**src/rtl/edram_pkg.sv**
```systemverilog
// Shared definitions for the tile eDRAM port and the arbiter that owns it.
//   EDRAM_NUM_IMA    default number of IMA requesters
//   EDRAM_ADDR_WIDTH default eDRAM word address width
//   EDRAM_DATA_WIDTH default eDRAM word width (opaque payload)
//   EDRAM_MEM_LAT    default fixed access latency in cycles (>= 1)
//   state_t          arbiter sequencer state {FREE, BUSY}
package edram_pkg;

    localparam int EDRAM_NUM_IMA    = 4;
    localparam int EDRAM_ADDR_WIDTH = 20;
    localparam int EDRAM_DATA_WIDTH = 12;
    localparam int EDRAM_MEM_LAT    = 4;

    typedef enum logic {
        FREE = 1'b0,
        BUSY = 1'b1
    } state_t;

endpackage

```
**src/rtl/rr_priority_picker.sv**
```systemverilog
// Combinational rotate-priority encoder.
// The search starts at rr_ptr and walks upward with wrap-around; the first
// asserted request wins.
//   req       in  NUM_REQ  request vector
//   rr_ptr    in  ID_W     index with the highest priority this cycle
//   gnt_valid out 1        at least one request is set
//   gnt_id    out ID_W     index of the winning request (0 when none)
module rr_priority_picker #(
    parameter int NUM_REQ = 4,
    parameter int ID_W    = 2
) (
    input  logic [NUM_REQ-1:0] req,
    input  logic [ID_W-1:0]    rr_ptr,
    output logic               gnt_valid,
    output logic [ID_W-1:0]    gnt_id
);

    function automatic int wrap_idx(input int base, input int off);
        return (base + off) % NUM_REQ;
    endfunction

    // Walk from the farthest offset back to rr_ptr so the candidate closest
    // to the pointer is the last one written and therefore wins.
    always_comb begin
        gnt_valid = 1'b0;
        gnt_id    = '0;
        for (int k = NUM_REQ - 1; k >= 0; k--) begin
            if (req[wrap_idx(int'(rr_ptr), k)]) begin
                gnt_valid = 1'b1;
                gnt_id    = ID_W'(wrap_idx(int'(rr_ptr), k));
            end
        end
    end

endmodule

```
**src/rtl/edram_rr_arbiter.sv**
```systemverilog
// Round-robin arbiter and sequencer for the single tile eDRAM port.
// One read or write is granted at a time; the eDRAM command is held stable
// for MEM_LAT cycles and completion is returned through ima_wait.
//   clk, rst       clock, synchronous active-high reset
//   ima_ren/wen    per-IMA read / write request (both set = write)
//   ima_addr       per-IMA address, flattened NUM_IMA x ADDR_WIDTH
//   ima_wdata      per-IMA write data, flattened NUM_IMA x DATA_WIDTH
//   ima_wait       per-IMA: 1 = request pending, keep holding it
//   ima_rvalid     one-hot read-data strobe
//   ima_rdata      shared read-data bus, qualified by ima_rvalid
//   ram_ren/wen    eDRAM read / write enable
//   ram_addr       eDRAM address
//   ram_wdata      eDRAM write data
//   ram_rdata      eDRAM read data, valid in the last access cycle
//
// Handshake: an IMA raises ren and/or wen with addr/wdata and holds all of
// them while its ima_wait bit reads 1. The cycle its ima_wait bit drops to 0
// with the request still high is the completion cycle; the IMA may drop or
// change its request on the following edge. Read data arrives one cycle after
// completion on ima_rdata with the IMA's ima_rvalid bit set.
module edram_rr_arbiter
    import edram_pkg::*;
#(
    parameter int NUM_IMA    = EDRAM_NUM_IMA,
    parameter int ADDR_WIDTH = EDRAM_ADDR_WIDTH,
    parameter int DATA_WIDTH = EDRAM_DATA_WIDTH,
    parameter int MEM_LAT    = EDRAM_MEM_LAT
) (
    input  logic                             clk,
    input  logic                             rst,
    input  logic [NUM_IMA-1:0]               ima_ren,
    input  logic [NUM_IMA-1:0]               ima_wen,
    input  logic [NUM_IMA*ADDR_WIDTH-1:0]    ima_addr,
    input  logic [NUM_IMA*DATA_WIDTH-1:0]    ima_wdata,
    output logic [NUM_IMA-1:0]               ima_wait,
    output logic [NUM_IMA-1:0]               ima_rvalid,
    output logic [DATA_WIDTH-1:0]            ima_rdata,
    output logic                             ram_ren,
    output logic                             ram_wen,
    output logic [ADDR_WIDTH-1:0]            ram_addr,
    output logic [DATA_WIDTH-1:0]            ram_wdata,
    input  logic [DATA_WIDTH-1:0]            ram_rdata
);

    localparam int ID_W  = (NUM_IMA > 1) ? $clog2(NUM_IMA) : 1;
    localparam int CNT_W = (MEM_LAT > 1) ? $clog2(MEM_LAT) : 1;
    localparam logic [CNT_W-1:0] CNT_LOAD = CNT_W'(MEM_LAT - 1);
    localparam logic [ID_W-1:0]  LAST_ID  = ID_W'(NUM_IMA - 1);

    state_t                 state;
    state_t                 state_next;
    logic [ID_W-1:0]        rr_ptr;
    logic [ID_W-1:0]        id;
    logic [ID_W-1:0]        gnt_id;
    logic                   gnt_valid;
    logic [CNT_W-1:0]       cnt;
    logic                   op_wr;
    logic                   done;
    logic [NUM_IMA-1:0]     req;
    logic [NUM_IMA-1:0]     done_hit;
    logic [ADDR_WIDTH-1:0]  addr_q;
    logic [DATA_WIDTH-1:0]  wdata_q;
    logic [NUM_IMA-1:0]     rvalid_q;
    logic [DATA_WIDTH-1:0]  rdata_q;

    assign req  = ima_ren | ima_wen;
    assign done = (state == BUSY) && (cnt == '0);

    // One-hot of the owner, only in the completion cycle.
    always_comb begin
        done_hit = '0;
        for (int i = 0; i < NUM_IMA; i++) begin
            done_hit[i] = done && (id == ID_W'(i));
        end
    end

    rr_priority_picker #(
        .NUM_REQ (NUM_IMA),
        .ID_W    (ID_W)
    ) u_picker (
        .req       (req),
        .rr_ptr    (rr_ptr),
        .gnt_valid (gnt_valid),
        .gnt_id    (gnt_id)
    );

    always_comb begin
        state_next = state;
        case (state)
            FREE:    if (gnt_valid) state_next = BUSY;
            BUSY:    if (cnt == '0) state_next = FREE;
            default: state_next = FREE;
        endcase
    end

    always_ff @(posedge clk) begin
        if (rst) begin
            state    <= FREE;
            rr_ptr   <= '0;
            cnt      <= '0;
            id       <= '0;
            op_wr    <= 1'b0;
            addr_q   <= '0;
            wdata_q  <= '0;
            rvalid_q <= '0;
            rdata_q  <= '0;
        end else begin
            state    <= state_next;
            rvalid_q <= '0;
            if (state == FREE) begin
                if (gnt_valid) begin
                    id      <= gnt_id;
                    // wen wins when an IMA raises both enables.
                    op_wr   <= ima_wen[gnt_id];
                    addr_q  <= ima_addr[int'(gnt_id)*ADDR_WIDTH +: ADDR_WIDTH];
                    wdata_q <= ima_wdata[int'(gnt_id)*DATA_WIDTH +: DATA_WIDTH];
                    cnt     <= CNT_LOAD;
                    rr_ptr  <= (gnt_id == LAST_ID) ? '0 : gnt_id + ID_W'(1);
                end
            end else begin
                if (cnt != '0) begin
                    cnt <= cnt - CNT_W'(1);
                end
                // The strobe fires even if the owner already dropped its request.
                if (done && !op_wr) begin
                    rvalid_q <= done_hit;
                    rdata_q  <= ram_rdata;
                end
            end
        end
    end

    assign ima_wait   = req & ~done_hit;
    assign ima_rvalid = rvalid_q;
    assign ima_rdata  = rdata_q;
    assign ram_ren    = (state == BUSY) && !op_wr;
    assign ram_wen    = (state == BUSY) &&  op_wr;
    assign ram_addr   = addr_q;
    assign ram_wdata  = wdata_q;

endmodule
```
**config.mk**
```make
export PLATFORM = sky130hd
export DESIGN_NAME = edram_rr_arbiter
export DESIGN_NICKNAME = d
export VERILOG_FILES = /design/src/rtl/edram_pkg.sv /design/src/rtl/rr_priority_picker.sv /design/src/rtl/edram_rr_arbiter.sv
export SDC_FILE = /design/constraint.sdc
export NUM_CORES = 1
export LEC_CHECK = 0
export ABC_AREA = 1
export CAP_MARGIN = 20
export CORE_MARGIN = 1.5
export CORE_UTILIZATION = 40
export CTS_CLUSTER_SIZE = 24
export DETAILED_ROUTE_END_ITERATION = 8
export PLACE_DENSITY = 0.8
export REMOVE_ABC_BUFFERS = 1
export SYNTH_ARGS = -nofsm -noshare
export SYNTH_HDL_FRONTEND = slang
export SYNTH_SLANG_ARGS = --single-unit
```
**constraint.sdc**
```tcl
create_clock -name clk -period 2.4 [get_ports clk]
set_clock_uncertainty 0.1 [all_clocks]
set_input_delay 0.24 -clock clk [delete_from_list [all_inputs] [get_ports clk]]
set_output_delay 0.24 -clock clk [all_outputs]
set_load 0.005 [all_outputs]
```
After elaboration in Yosys (flattened, before gate mapping)
Cells that the tools add are included.
W data, S select, Z words.
{"block": "word_totals", "regBits": 56, "latchBits": 0, "mem_bits_rw": 0, "rom_bits": 0, "inputBits": 150, "output_inout_bits": 54, "word_cells": 84, "memories": 0}
{"block": "op_classes", "add_sub_neg": 5, "n_mul": 2, "div": 0, "order_cmp": 5, "n_eq_ne": 5, "n_shift": 2, "muxes": 28, "n_bitwise": 8, "reduce_logical": 20}
{"cell": "$shiftx A80 B8 Y20", "count": 1}
{"cell": "$shiftx A48 B7 Y12", "count": 1}
{"cell": "$mux W2", "count": 8}
{"cell": "$mux W1", "count": 14}
{"cell": "$lt A3 B4 Y1 const B", "count": 3}
{"cell": "$bmux W1 S2", "count": 5}
{"cell": "$logic_and A1 B1 Y1", "count": 8}
{"cell": "$eq A2 B2 Y1 const B", "count": 3}
{"cell": "$lt A2 B3 Y1 const B", "count": 2}
{"cell": "$reduce_and A2 Y1", "count": 3}
{"cell": "$reduce_or A2 Y1", "count": 3}
{"cell": "$mul A2 B3 Y5 const B", "count": 1}
{"cell": "$add A2 B1 Y2 const B", "count": 2}
{"cell": "$add A2 B2 Y2 const B", "count": 2}
{"cell": "$and A4 B4 Y4", "count": 1}
{"cell": "$logic_not A2 Y1", "count": 2}
{"cell": "$mul A2 B2 Y4 const B", "count": 1}
{"cell": "$not A4 Y4", "count": 1}
{"cell": "$or A4 B4 Y4", "count": 1}
{"cell": "$reduce_bool A2 Y1", "count": 2}
{"cell": "$and A1 B1 Y1 const A", "count": 3}
{"cell": "$reduce_or A3 Y1", "count": 1}
{"cell": "$eq A2 B1 Y1 const B", "count": 1}
{"cell": "$ne A2 B1 Y1 const B", "count": 1}
{"cell": "4 further kinds", "count": 5}

Longest topological paths before layout
{"block": "logic_depth", "ltp_word": 12, "depth_mapped": 17}

By module
Synthesis repeated with hierarchy kept, for this count alone.
{"block": "unflattened", "hier_cells": 533, "area_unflattened_um2": 3289.4}
{"module": "edram_rr_arbiter", "n_inst": 1, "cells_per_inst": 487, "area_per_inst_um2": 3076.7}
{"module": "rr_priority_picker", "n_inst": 1, "cells_per_inst": 46, "area_per_inst_um2": 212.7}

Worst setup path after synthesis
Ideal clock, no wire load.
{"block": "synth_path", "path_kind": "register to register", "start": "reg rr_ptr[0]", "end": "reg op_wr", "setup_time_ns": 0.109, "t_arrival_ns": 1.551, "required_ns": 2.191, "slack_ns": 0.640, "stages_incl_launch_ff": 17, "synth_period_minus_slack_ns": 1.760, "path_cell_list": "dfxtp_1 > buf_6 > nand2_1 > nand2_1 > inv_2 > nand2_1 > nand2_1 > inv_2 > nand2_2 > nand2_4 > buf_6 > buf_2 > nand3_1 > nand3_1 > nand3_1 > nand2_1 > inv_1"}
{"block": "synth_via", "elab_chain_len": 10}
{"item": "from (decl)", "line": "edram_rr_arbiter.sv:52", "source": "logic [ID_W-1:0] rr_ptr;"}
{"item": "from (signal assigned)", "line": "edram_rr_arbiter.sv:118", "source": "rr_ptr <= (gnt_id == LAST_ID) ? '0 : gnt_id + ID_W'(1);"}
{"item": "$add A2 B2 Y2", "line": "rr_priority_picker.sv:19", "source": "return (base + off) % NUM_REQ;"}
{"item": "$bmux W1 S2", "line": "rr_priority_picker.sv:28", "source": "if (req[wrap_idx(int'(rr_ptr), k)]) begin"}
{"item": "$mux W1 (implied by the code) (2 in series)", "line": "rr_priority_picker.sv:28"}
{"item": "$mux W2 (4 in series)", "line": "rr_priority_picker.sv:28"}
{"item": "$bmux W1 S2", "line": "edram_rr_arbiter.sv:114", "source": "op_wr <= ima_wen[gnt_id];"}
{"item": "$mux W1 (implied by the code)", "line": "edram_rr_arbiter.sv:114"}
{"item": "to (signal assigned)", "line": "edram_rr_arbiter.sv:114"}
{"item": "to (decl)", "line": "edram_rr_arbiter.sv:57", "source": "logic op_wr;"}
Parallel ways exist; a longest one is shown, timed or not. The select of a mux whose other input is x is not followed.
A chain may end at the register's enable or synchronous reset.

Worst setup path after layout
{"block": "layout_path", "start": "reg cnt[0]", "end": "out ima_wait[1]"}
{"block": "layout_via", "elab_chain_len": 5}
{"item": "from (decl)", "line": "edram_rr_arbiter.sv:56", "source": "logic [CNT_W-1:0] cnt;"}
{"item": "from (signal assigned)", "line": "edram_rr_arbiter.sv:122", "source": "cnt <= cnt - CNT_W'(1);"}
{"item": "$logic_not A2 Y1", "line": "edram_rr_arbiter.sv:67", "source": "assign done = (state == BUSY) && (cnt == '0);"}
{"item": "$logic_and A1 B1 Y1", "line": "edram_rr_arbiter.sv:67"}
{"item": "$logic_and A1 B1 Y1", "line": "edram_rr_arbiter.sv:73", "source": "done_hit[i] = done && (id == ID_W'(i));"}
{"item": "$not A4 Y4", "line": "edram_rr_arbiter.sv:133", "source": "assign ima_wait = req & ~done_hit;"}
{"item": "$and A4 B4 Y4", "line": "edram_rr_arbiter.sv:133"}
{"item": "to (decl)", "line": "edram_rr_arbiter.sv:35", "source": "output logic [NUM_IMA-1:0] ima_wait,"}
Every way passes these cells.

==> summary.md <==
| Metric | Value |
|---|---|
| Run status | finished, final reports clean |
| CTS H-tree depth | 2 |
| PD cells | 944 nW/um2 |
| Area leader, netlist | dfxtp_1 |
| Initial drt markers | 227 |
| Post-synth EDFFs | 0 |
| Crit path capture type | output pin |
| Final Cycle Share | 91.2% |
| Clk slew on worst S/H paths | 0.11 ns |
| Most frequent cell after synthesis | inv_1 |
| Yosys cell types | 25 |
| Num rows | 36 |
| Post-CTS sizing | 0 |
| Die width | 103 um |
| Core Region | 9770 um2 |
| Peak VDD IR | 562 uV |
| Max cap viols | 0 |
| # diodes | 0 |
| Synth warnings | 0 |
| Pre-CTS WS | 0.0729 ns |
| Post-synth ARST share | 0% |
| Startpoint Class | register |
| Die height | 103 um |
| Boundary Pins | 204 |
| Total CTS buffers | 5 |
| Synth top area share | 27.9% |
| Die area | 10700 um2 |
| Top FF cell, synth | dfxtp_1 |
| Sequential-to-total area share from yosys stat | 27.9% |
| Crit path max-delay cell type | clkdlybuf4s50_1 |
| Global route overflow | 0 |
| Final HPWL DP | 9140 um |
| Cts hold-fix bufs | 0 |
| Final setup vio count | 0 |
| DR vias/cell | 4.63 |
| Netlist Area Pre-Place | 4020 um2 |
| Layout cell share with drive strength beyond 1 | 4.41% |
| Overall Power | 5.96 mW |
| GP Congestion | 0.886 |
| Initial Util | 41.1% |
| RSZ-0062 raised after global routing | no |
| Top cell by count, worst path | inv_1 |
| FMAX | 0.457 GHz |
| Vias after detailed routing | 4822 |
| Final ANT Viol Nets | 0 |
| Root buffer cell | clkbuf_8 |
| GRT Util Overall | 23.4% |
| Pre-antenna DRT Iters | 5 |
| Synthesized instance count | 720 |
| Slew @ Worst Pin | 0.489 ns |
| CP peak stage delay | 0.54 ns |
| Seq cells post-synth | 56 |
| Largest net degree at the start of global routing | 54 |
| Global-route wire length before repair | 19900 um |
| Peak fanout along the critical path | 6 |
| CTS tree | yes |
| Rel. slew slack | 67.4% |
| Wire per inst | 11.9 um |
| WS Path Type | register to output pin |
| CTS max path bufs | 2 |
| Synth-to-layout area growth | 57.1% |
| Final Hold Vio Count | 0 |
| I/O Buffers | 203 |
| WP data required | 2.06 ns |
| Cell Chain, Critical Path | inv_1 -> ha_1 -> nand2_2 -> inv_1 -> a31oi_1 -> clkdlybuf4s50_1 |
| Drt total wl | 12300 um |
| WP data arrival | 1.85 ns |
| Worst Hold Class | register to register |
| Initial antenna violation count | 0 |
| Syn avg cell area | 5.58 um2 |
| Fin crit period | 2.19 ns |
| Post-synth top cells | inv_1 (180), nand3_1 (170), nand2_1 (124) |
| Utilization after layout | 64.6% |
| DRC Markers | 0 |
| Main area contributors after synthesis | dfxtp_1 (28%), nand3_1 (21%), inv_1 (17%) |
| Sink Count | 56 |
| Final Max Tran Viols | 0 |
| Placed insts | 1033 |
| Vias in the first global route | 4368 |
| Min setup slack post-route | 0.211 ns |
| Static Leakage | 3.40 nW |
| Clock insertion delay at the later pin of the skew report | 0.32 ns |
| Finished Layout Cells | 1041 |
| Net count reported at finish | 1058 |
| Postcts setup bufs | 0 |
## cell usage in the layout (no fill, tap or decap), types with 2 or more instances in the layout
cell type,netlist,layout
nand2_1,124,123
inv_6,0,2
a21oi_1,7,7
dfxtp_1,56,56
inv_1,180,180
clkdlybuf4s50_1,0,203
o21ai_0,16,16
inv_2,2,2
o21ai_1,2,2
nand2_2,3,4
buf_4,5,14
nand3_1,170,170
nor2_1,100,99
nor4_1,4,4
clkbuf_8,0,5
buf_12,0,6
a31oi_1,5,5
## critical path: cells and delay by family (launching register included)
family,cells,cell delay (ns)
flops,1,0.32
fa+ha+maj,1,0.22
compound gates,1,0.15
buf+inv,3,0.69
simple gates,1,0.15
## final timing paths
kind,cells past startpoint,startpoint,slack [ns],end
setup reg to reg,13,rr_ptr[0]$_SDFFE_PP0P_,0.22,ram_addr[17]$_SDFFE_PP0P_
hold reg to reg,2,cnt[0]$_SDFFE_PP0P_,0.39,cnt[0]$_SDFFE_PP0P_
hold / removal,2,cnt[0]$_SDFFE_PP0P_,0.39,cnt[0]$_SDFFE_PP0P_
setup / recovery,6,cnt[0]$_SDFFE_PP0P_,0.21,ima_wait[1]
## kinds of logic (layout without fill, tap and decap cells)
group	count (synthesis)	after routing	share of synthesized area [%]
buffers and inverters	225	413	22.8
XOR/XNOR	2	2	0.623
flip-flops	56	56	27.9
AND/OR/NAND/NOR	406	406	44.5
AO/OA/AOI/OAI	30	30	3.89
adder cells (fa/ha/maj)	1	1	0.311
## through the flow
stage               TNS [ns]  hold WS [ns]  instance area (um2)
finish                     0         0.389                 6310
global route               0         0.401                 6310
CTS                        0         0.391                 6310
detailed placement         0         0.377                 6210
global placement           0         0.374                 6210
floorplan             -50.72         0.209                 3780
## metal layers
layer	share of wire [%]	up-vias	routed length, um	GRT usage [%]
met5	0	-	0	0
met4	2.3	0	290	7.69
met3	7.0	20	862	4.91
met2	47	158	5750	40.4
met1	44	2113	5440	29.0
li1	-	2531	-	-
## power breakdown
part	switching (mW)	total, mW	internal (mW)
clock	0.349	0.563	0.214
combinational	2.16	3.99	1.82
sequential	0.180	1.41	1.23
## final cells by class
| cell class | instances | area (um2) |
|---|---|---|
| Multi-Input combinational cell | 439 | 1990 |
| Clock buffer | 5 | 68.8 |
| Tap cell | 133 | 166 |
| Sequential cell | 56 | 1120 |
| Timing Repair Buffer | 223 | 2260 |
| Clock inverter | 3 | 25.0 |
| Fill cell | 934 | 3460 |
| Inverter | 182 | 683 |
## flip-flops by register name, indices dropped and copies added (netlist names)
name	count
ima_rvalid	4
rr_ptr	2
ram_wdata	12
ima_rdata	12
ram_addr	20
id	2
cnt	2
state	1
op_wr	1
Note: power is estimated with default switching activity, not from simulation.
